File: src/rtl/pipe_seg_if.sv
// pipe_seg_if: upstream beat, replay, flush and downstream handshake bundle for one pipeline segment.
interface pipe_seg_if #(
    parameter int PC_W   = 30,
    parameter int CTRL_W = 16,
    parameter int DATA_W = 64
);
    logic              in_valid;
    logic              in_ready;
    logic [PC_W-1:0]   in_pc;
    logic [CTRL_W-1:0] in_ctrl;
    logic [DATA_W-1:0] in_data;
    logic              replay_valid;
    logic [PC_W-1:0]   replay_pc;
    logic [CTRL_W-1:0] replay_ctrl;
    logic [DATA_W-1:0] replay_data;
    logic              flush;
    logic              out_valid;
    logic              out_ready;
    logic [PC_W-1:0]   out_pc;
    logic [CTRL_W-1:0] out_ctrl;
    logic [DATA_W-1:0] out_data;
    logic              out_replayed;
    modport master (
        output in_valid, in_pc, in_ctrl, in_data, replay_valid, replay_pc, replay_ctrl, replay_data,
               flush, out_ready,
        input  in_ready, out_valid, out_pc, out_ctrl, out_data, out_replayed
    );
    modport slave (
        input  in_valid, in_pc, in_ctrl, in_data, replay_valid, replay_pc, replay_ctrl, replay_data,
               flush, out_ready,
        output in_ready, out_valid, out_pc, out_ctrl, out_data, out_replayed
    );
endinterface

File: src/rtl/pipe_seg_reg.sv
// pipe_seg_reg: pipeline segment register with 1-entry skid buffer, flush bubble and replay injection.
// Defining SEG_PERF_CNT_EN adds saturating stall/flush/replay counters.
module pipe_seg_reg #(
    parameter int PC_W          = 30,
    parameter int CTRL_W        = 16,
    parameter int DATA_W        = 64,
    parameter int ZERO_ON_FLUSH = 1
`ifdef SEG_PERF_CNT_EN
    , parameter int CNT_W       = 16
`endif
) (
    input logic       clk,
    input logic       rst,
    pipe_seg_if.slave seg
`ifdef SEG_PERF_CNT_EN
    , output logic [CNT_W-1:0] cnt_stall,
    output logic [CNT_W-1:0] cnt_flush,
    output logic [CNT_W-1:0] cnt_replay
`endif
);
    typedef enum logic [1:0] {EMPTY, ONE, FULL} state_t;
    state_t            state, nxt;
    logic              accept, consume, ld_in, ld_skid, ld_out_skid, drain;
    logic [PC_W-1:0]   skid_pc;
    logic [CTRL_W-1:0] skid_ctrl;
    logic [DATA_W-1:0] skid_data;

    assign seg.out_valid = state != EMPTY;
    assign seg.in_ready  = state != FULL;
    assign accept        = seg.in_valid & seg.in_ready;
    assign consume       = seg.out_valid & seg.out_ready;

    always_ff @(posedge clk or posedge rst)
        if (rst) state <= EMPTY;
        else     state <= nxt;

    always_comb begin
        nxt         = state;
        ld_in       = 1'b0;
        ld_skid     = 1'b0;
        ld_out_skid = 1'b0;
        drain       = 1'b0;
        if (seg.flush) nxt = EMPTY;
        else if (seg.replay_valid) nxt = ONE;
        else case (state)
            EMPTY: begin
                nxt   = accept ? ONE : EMPTY;
                ld_in = accept;
            end
            ONE: begin
                nxt     = (accept & !consume) ? FULL : ((!accept & consume) ? EMPTY : ONE);
                ld_in   = accept & consume;
                ld_skid = accept & !consume;
                drain   = !accept & consume;
            end
            FULL: begin
                nxt         = consume ? ONE : FULL;
                ld_out_skid = consume;
            end
            default: nxt = EMPTY;
        endcase
    end

    // Output regs move only on flush, replay, a load or a drain, so a stalled beat stays stable.
    always_ff @(posedge clk or posedge rst) begin
        if (rst) begin
            seg.out_pc       <= '0;
            seg.out_ctrl     <= '0;
            seg.out_data     <= '0;
            seg.out_replayed <= 1'b0;
        end else if (seg.flush) begin
            seg.out_ctrl     <= '0;
            seg.out_replayed <= 1'b0;
            if (ZERO_ON_FLUSH != 0) begin
                seg.out_pc   <= '0;
                seg.out_data <= '0;
            end
        end else if (seg.replay_valid) begin
            seg.out_pc       <= seg.replay_pc;
            seg.out_ctrl     <= seg.replay_ctrl;
            seg.out_data     <= seg.replay_data;
            seg.out_replayed <= 1'b1;
        end else if (ld_in | ld_out_skid) begin
            seg.out_pc       <= ld_in ? seg.in_pc : skid_pc;
            seg.out_ctrl     <= ld_in ? seg.in_ctrl : skid_ctrl;
            seg.out_data     <= ld_in ? seg.in_data : skid_data;
            seg.out_replayed <= 1'b0;
        end else if (drain) begin
            seg.out_ctrl     <= '0;
            seg.out_replayed <= 1'b0;
        end
    end

    always_ff @(posedge clk or posedge rst) begin
        if (rst) begin
            skid_pc   <= '0;
            skid_ctrl <= '0;
            skid_data <= '0;
        end else if (ld_skid & !seg.flush & !seg.replay_valid) begin
            skid_pc   <= seg.in_pc;
            skid_ctrl <= seg.in_ctrl;
            skid_data <= seg.in_data;
        end
    end

`ifdef SEG_PERF_CNT_EN
    function automatic logic [CNT_W-1:0] sat_inc(input logic [CNT_W-1:0] c, input logic en);
        return (en && !(&c)) ? c + 1'b1 : c;
    endfunction

    always_ff @(posedge clk or posedge rst) begin
        if (rst) begin
            cnt_stall  <= '0;
            cnt_flush  <= '0;
            cnt_replay <= '0;
        end else begin
            cnt_stall  <= sat_inc(cnt_stall, seg.out_valid & !seg.out_ready);
            cnt_flush  <= sat_inc(cnt_flush, seg.flush);
            cnt_replay <= sat_inc(cnt_replay, seg.replay_valid & !seg.flush);
        end
    end
`endif
endmodule

File: src/flat_wrapper.sv
// flat-port wrapper written by rule: the top's interface ports become plain ports
module pipe_seg_reg_flat 
#(
    parameter int PC_W          = 30,
    parameter int CTRL_W        = 16,
    parameter int DATA_W        = 64,
    parameter int ZERO_ON_FLUSH = 1

)
  (clk, rst, seg_in_valid, seg_in_pc, seg_in_ctrl, seg_in_data, seg_replay_valid, seg_replay_pc, seg_replay_ctrl, seg_replay_data, seg_flush, seg_out_ready, seg_in_ready, seg_out_valid, seg_out_pc, seg_out_ctrl, seg_out_data, seg_out_replayed);
  pipe_seg_if #(.PC_W(PC_W), .CTRL_W(CTRL_W), .DATA_W(DATA_W)) seg_i ();
  input logic clk;
  input logic rst;
  input wire logic [$bits(seg_i.in_valid)-1:0] seg_in_valid;
  input wire logic [$bits(seg_i.in_pc)-1:0] seg_in_pc;
  input wire logic [$bits(seg_i.in_ctrl)-1:0] seg_in_ctrl;
  input wire logic [$bits(seg_i.in_data)-1:0] seg_in_data;
  input wire logic [$bits(seg_i.replay_valid)-1:0] seg_replay_valid;
  input wire logic [$bits(seg_i.replay_pc)-1:0] seg_replay_pc;
  input wire logic [$bits(seg_i.replay_ctrl)-1:0] seg_replay_ctrl;
  input wire logic [$bits(seg_i.replay_data)-1:0] seg_replay_data;
  input wire logic [$bits(seg_i.flush)-1:0] seg_flush;
  input wire logic [$bits(seg_i.out_ready)-1:0] seg_out_ready;
  output wire logic [$bits(seg_i.in_ready)-1:0] seg_in_ready;
  output wire logic [$bits(seg_i.out_valid)-1:0] seg_out_valid;
  output wire logic [$bits(seg_i.out_pc)-1:0] seg_out_pc;
  output wire logic [$bits(seg_i.out_ctrl)-1:0] seg_out_ctrl;
  output wire logic [$bits(seg_i.out_data)-1:0] seg_out_data;
  output wire logic [$bits(seg_i.out_replayed)-1:0] seg_out_replayed;
  assign seg_i.in_valid = seg_in_valid;
  assign seg_i.in_pc = seg_in_pc;
  assign seg_i.in_ctrl = seg_in_ctrl;
  assign seg_i.in_data = seg_in_data;
  assign seg_i.replay_valid = seg_replay_valid;
  assign seg_i.replay_pc = seg_replay_pc;
  assign seg_i.replay_ctrl = seg_replay_ctrl;
  assign seg_i.replay_data = seg_replay_data;
  assign seg_i.flush = seg_flush;
  assign seg_i.out_ready = seg_out_ready;
  assign seg_in_ready = seg_i.in_ready;
  assign seg_out_valid = seg_i.out_valid;
  assign seg_out_pc = seg_i.out_pc;
  assign seg_out_ctrl = seg_i.out_ctrl;
  assign seg_out_data = seg_i.out_data;
  assign seg_out_replayed = seg_i.out_replayed;
  pipe_seg_reg #(.PC_W(PC_W), .CTRL_W(CTRL_W), .DATA_W(DATA_W), .ZERO_ON_FLUSH(ZERO_ON_FLUSH)) u_core (.clk(clk), .rst(rst), .seg(seg_i));
endmodule
File: config.mk
export PLATFORM = sky130hd
export DESIGN_NAME = pipe_seg_reg_flat
export DESIGN_NICKNAME = d
export VERILOG_FILES = /design/src/rtl/pipe_seg_if.sv /design/src/rtl/pipe_seg_reg.sv /design/src/flat_wrapper.sv
export SDC_FILE = /design/constraint.sdc
export NUM_CORES = 1
export LEC_CHECK = 0
export BUFFER_PORTS_ARGS = -buffer_cell sky130_fd_sc_hd__buf_2
export CAP_MARGIN = 30
export CORE_UTILIZATION = 53
export CTS_BUF_LIST = sky130_fd_sc_hd__clkbuf_4 sky130_fd_sc_hd__clkbuf_8
export DETAILED_ROUTE_END_ITERATION = 10
export GPL_ROUTABILITY_DRIVEN = 1
export PLACE_DENSITY = 0.95
export SETUP_SLACK_MARGIN = 0.05
export SYNTH_ARGS = -nofsm -noshare
export SYNTH_HDL_FRONTEND = slang
export SYNTH_SLANG_ARGS = --single-unit
File: constraint.sdc
create_clock -name clk -period 8.4 [get_ports clk]
set_input_delay 1.68 -clock clk [delete_from_list [all_inputs] [get_ports clk]]
set_output_delay 1.68 -clock clk [all_outputs]
set_load 0.05 [all_outputs]
# == Word level (Yosys, flattened, before mapping) ==
# Cells that the tools add are included.
# op_classes
n_eq_ne,3
mux,36
bitwise_logic,8
n_reduce_logical,8
# ops
op,n
$mux W64,4
$mux W30,4
$mux W16,5
$mux W1,17
$mux W2,4
$and A1 B1 Y1,7
$pmux W2 S3,1
$logic_not A1 Y1,4
$reduce_bool A4 Y1,1
$reduce_bool A3 Y1,1
$eq A2 B1 Y1 const B,1
$eq A2 B2 Y1 const B,1
$logic_not A2 Y1,1
$ne A2 B2 Y1 const B,1
$pmux W1 S2,1
$reduce_bool A2 Y1,1
$or A1 B1 Y1,1
# totals
reg_bits,223
inputBits,226
output_inout_bits,113

# == Logic depth before layout (Yosys ltp) ==
# logic_depth
ltp_word,11
depth_mapped,8
depth_no_buf,7

# == Least setup slack after synthesis ==
# No wires, ideal clock.
# synth_timing
kind,input -> register
start,input seg_replay_valid
end,register u_core.skid_data[13]
t_arrival_ns,3.111
t_required_ns,8.275
path_slack_ns,5.165
stages,6
path_cell_list,clkbuf_1 -> nor2_1 -> nand3_1 -> clkbuf_1 -> clkbuf_1 -> mux2_2
# synth_via
elab_chain_len,4
word_cells_on_any_way,5
classes_between,mux: 2; bitwise: 2; reduce/logical: 1
# synth_lines
item,line,source
"start, declared",flat_wrapper.sv:18,input wire logic [$bits(seg_i.replay_valid)-1:0] seg_replay_valid;
$mux W1,pipe_seg_reg.sv:44,else if (seg.replay_valid) nxt = ONE;
$mux W1,pipe_seg_reg.sv:43,if (seg.flush) nxt = EMPTY;
$and A1 B1 Y1,pipe_seg_reg.sv:99,end else if (ld_skid & !seg.flush & !seg.replay_valid) begin
$and A1 B1 Y1 (*),pipe_seg_reg.sv:99,
"end signal, assigned",pipe_seg_reg.sv:102,skid_data <= seg.in_data;
"end, declared",pipe_seg_reg.sv:26,logic [DATA_W-1:0] skid_data;
# Mark *: on every way between the ends. The rest lies on a longest branch, timed or not.
# A chain may end at the register's enable or synchronous reset.

# == Worst setup path in the final report ==
# layout_timing
start,input seg_out_ready
end,register u_core.seg.out_data[28]
# layout_via
elab_chain_len,9
word_cells_on_any_way,14
classes_between,mux: 10; bitwise: 3; reduce/logical: 1
# layout_lines
item,line,source
"start, declared",flat_wrapper.sv:23,input wire logic [$bits(seg_i.out_ready)-1:0] seg_out_ready;
$and A1 B1 Y1 (*),pipe_seg_reg.sv:31,assign consume = seg.out_valid & seg.out_ready;
$and A1 B1 Y1,pipe_seg_reg.sv:52,ld_in = accept & consume;
$pmux W1 S2,pipe_seg_reg.sv:45,else case (state)
$mux W1,pipe_seg_reg.sv:44,
$mux W1,pipe_seg_reg.sv:43,
$mux W64,pipe_seg_reg.sv:86,seg.out_data <= ld_in ? seg.in_data : skid_data;
$mux W64,pipe_seg_reg.sv:83,end else if (ld_in | ld_out_skid) begin
$mux W64,pipe_seg_reg.sv:78,end else if (seg.replay_valid) begin
$mux W64,pipe_seg_reg.sv:71,end else if (seg.flush) begin
"end signal, assigned",pipe_seg_reg.sv:81,seg.out_data <= seg.replay_data;
"end signal, assigned",pipe_seg_reg.sv:86,
"end, declared",pipe_seg_if.sv:31,"output in_ready, out_valid, out_pc, out_ctrl, out_data, out_replayed"
# Mark *: on every way between the ends. The rest lies on a longest branch, timed or not. The select of a mux whose other input is x is not followed.

==> impl_metrics.env <==
export IMPL_start_util=0.544
export IMPL_track_usage=0.284
export IMPL_io_pins=339
export IMPL_min_path_cells=2
export IMPL_worstMarginPinSlew_ns=0.869
export IMPL_final_common_cell="buf_2"
export IMPL_cts_sink_count=223
export IMPL_vias=9574
export IMPL_status="completed"
export IMPL_final_cell_mix="buf_2, dfrtp_1, mux2_2, nor2_1, nand2_1"
export IMPL_port_buffer_count=338
export IMPL_hold_class="reg2reg"
export IMPL_critPathKind="in2reg"
export IMPL_cp_slowest_cell="buf_4"
export IMPL_drv_slew=0
export IMPL_setup_viol=0
export IMPL_timing_rr_start="u_core.state[1]$_DFF_PP0_"
export IMPL_regToRegSetupSlack_ns=5.33
export IMPL_antenna_found_initial=2
export IMPL_ys_seq_area_frac=0.522
export IMPL_drtIter0Drc=560
export IMPL_dieArea_sq_mm=0.0208
export IMPL_syn_inst=1005
export IMPL_clock_skew_ns=0.0199
export IMPL_yosys_warnings=0
export IMPL_ys_seq_elements=223
export IMPL_crit_buf_inv=3
export IMPL_required_ns=8.79
export IMPL_crit_end="u_core.seg.out_data[28]$_DFFE_PP0P_"
export IMPL_wl_per_cell_microns=19.1
export IMPL_viasPerCell=6.07
export IMPL_clock_latency_ns=0.51
export IMPL_cpMostUsedCell="buf_4"
export IMPL_syn_area_sq_mm=0.0107
export IMPL_worstReg2RegEnd="u_core.seg.out_data[28]$_DFFE_PP0P_"
export IMPL_globalplace_congestion=0.841
export IMPL_crit_family="buffers and inverters"
export IMPL_end_kind="register"
export IMPL_timing_setup_tns_ns=0
export IMPL_wl_met3_microns=2620
export IMPL_power_density_mw_per_mm2=231
export IMPL_layout_drive_gt1_share=0.405
export IMPL_rsz0062_at_grt="false"
export IMPL_worstPathMaxFanout=78
export IMPL_period_minus_slack_ns=3.84
export IMPL_firstDrtPassIters=5
export IMPL_cts_root_buf="clkbuf_8"
export IMPL_grt_pass1_wl_microns=46500
export IMPL_cp_cell_sequence="buf_2 > and3b_1 > a2111oi_4 > buf_4 > buf_4 > nand2_1 > o41ai_1"
export IMPL_drc=0
export IMPL_wl_microns=30100
export IMPL_max_slew_margin=0.421
export IMPL_worstSetupStartpointType="input pin"
export IMPL_cts_tree="done"
export IMPL_fmax_mhz=261
export IMPL_cts_inserted_buffers=37
export IMPL_nets=1515
export IMPL_crit_cells=7
export IMPL_max_cap_violations=0
export IMPL_postCtsResizedCells=0
export IMPL_holdWs_ns=0.472
export IMPL_gr_total_overflow=0
export IMPL_clk_pin_slew_ns=0.06
export IMPL_ys_types=26
export IMPL_die_height_microns=144
export IMPL_cts_hold_buffers=0
export IMPL_met1_length_microns=11300
export IMPL_total_leakage_power_nw=6.54
export IMPL_top_layer="met4"
export IMPL_syn_to_final_growth_pct=23.8
export IMPL_ir_drop_mv=0.127
export IMPL_syn_nets=1233
export IMPL_slowest_delay_ns=0.71
export IMPL_ant_nets=0
export IMPL_fillCellCount=1423
export IMPL_grt_pass1_vias=9492
export IMPL_crit_arrival_ns=4.23
export IMPL_cp_startpoint="seg_out_ready"
export IMPL_r2r_cells=6
export IMPL_cts_buffer_depth=3
export IMPL_die_w_microns=144
export IMPL_finalCritPeriodShare=0.457
export IMPL_core_sq_mm=0.0197
export IMPL_grt_max_degree=142
export IMPL_fp_row_count=51
export IMPL_met2WireLength_microns=14700
export IMPL_h_tree_depth=2
export IMPL_dp_hpwl_microns=19800
export IMPL_hold_viol=0
export IMPL_synth_avg_cell_area_sq_um=10.6
export IMPL_post_cts_setup_buffers=0
-- logic make-up after synthesis --
logic type      after synthesis  synth area share
flops                       223             0.522
buf+inv                     113            0.0429
fa+ha+maj                     2           0.00234
compound gates              236             0.177
simple gates                319             0.139
mux                         112             0.118
-- synth_stat cells --
cell / n / area, sq um
nor2_1: 97 / 364
nand4_1: 1 / 6.26
nor3_1: 1 / 5.00
mux2_1: 1 / 11.3
nand3b_1: 1 / 7.51
clkbuf_1: 81 / 304
buf_2: 28 / 140
o41ai_1: 95 / 832
a221oi_1: 15 / 131
o21bai_1: 15 / 113
and3b_1: 1 / 8.76
mux2i_1: 1 / 10.0
and2_1: 2 / 12.5
nand2_1: 98 / 368
mux2_2: 110 / 1240
a2111oi_4: 1 / 27.5
nand2b_1: 2 / 12.5
nor2b_1: 2 / 12.5
a211oi_1: 94 / 706
ha_1: 2 / 25.0
nand3_1: 19 / 95.1
inv_1: 4 / 15.0
o21ai_0: 16 / 80.1
dfrtp_1: 223 / 5580
and3_1: 94 / 588
or2_2: 1 / 6.26
-- through the flow --
| step | setup slack, ns | area [sq um] | utilization | total power [mW] | instances |
|---|---|---|---|---|---|
| floorplan | 0.614 | 10700 | - | 1.89 | 1005 |
| global placement | 4.08 | 12400 | 0.631 | 2.06 | 1509 |
| detailed placement | 4.07 | 12500 | 0.635 | 2.11 | 1512 |
| CTS | 4.58 | 13200 | 0.672 | 3.07 | 1572 |
| global route | 4.37 | 13200 | 0.674 | 3.20 | 1575 |
| finish | 4.56 | 13300 | 0.674 | 3.06 | 1576 |
-- worst min-delay path, stage by stage, from the launching register on --
cell and delay, ns:
dfrtp_1 0.33, nand2_1 0.05, o41ai_1 0.05
-- registers in the layout, summed over array words and instances, names as in the netlist --
signal,flops
u_core.skid_ctrl,16
u_core.seg.out_ctrl,16
u_core.seg.out_replayed,1
u_core.seg.out_data,64
u_core.state,2
u_core.seg.out_pc,30
u_core.skid_data,64
u_core.skid_pc,30
-- worst min path at each step --
stage                                         endpoint                                from
floorplan              u_core.skid_ctrl[1]$_DFFE_PP0P_     u_core.skid_ctrl[1]$_DFFE_PP0P_
global placement     u_core.seg.out_pc[18]$_DFFE_PP0P_   u_core.seg.out_pc[18]$_DFFE_PP0P_
detailed placement  u_core.seg.out_data[0]$_DFFE_PP0P_  u_core.seg.out_data[0]$_DFFE_PP0P_
CTS                 u_core.seg.out_data[0]$_DFFE_PP0P_  u_core.seg.out_data[0]$_DFFE_PP0P_
global route          u_core.seg.out_pc[9]$_DFFE_PP0P_    u_core.seg.out_pc[9]$_DFFE_PP0P_
finish                u_core.seg.out_pc[3]$_DFFE_PP0P_    u_core.seg.out_pc[3]$_DFFE_PP0P_
-- per-layer routing --
| metal | global-route usage | vias up |
|---|---|---|
| met5 | 0 | - |
| met4 | 0.153 | 0 |
| met3 | 0.0748 | 119 |
| met2 | 0.474 | 484 |
| met1 | 0.335 | 4659 |
| li1 | - | 4312 |
-- power by group --
group          internal [mW]  total [mW]  switching [mW]  leakage [nW]
Combinational          0.276       0.701           0.425          3.34
Clock                  0.548       0.960           0.413         0.397
Sequential              1.28        1.40           0.114          2.81
Total                   2.11        3.06           0.951          6.54
-- area by class of cell --
class	count	area, sq um	area share
Tap cell	265	332	0.0250
Clock buffer	58	729	0.0550
Clock inverter	2	13.8	0.00104
Antenna cell	3	7.51	0.000567
Sequential cell	223	5580	0.421
Timing Repair Buffer	352	1870	0.141
Inverter	4	23.8	0.00179
Multi-Input combinational cell	669	4690	0.354
No activity file was read; power rests on OpenSTA's default activity.
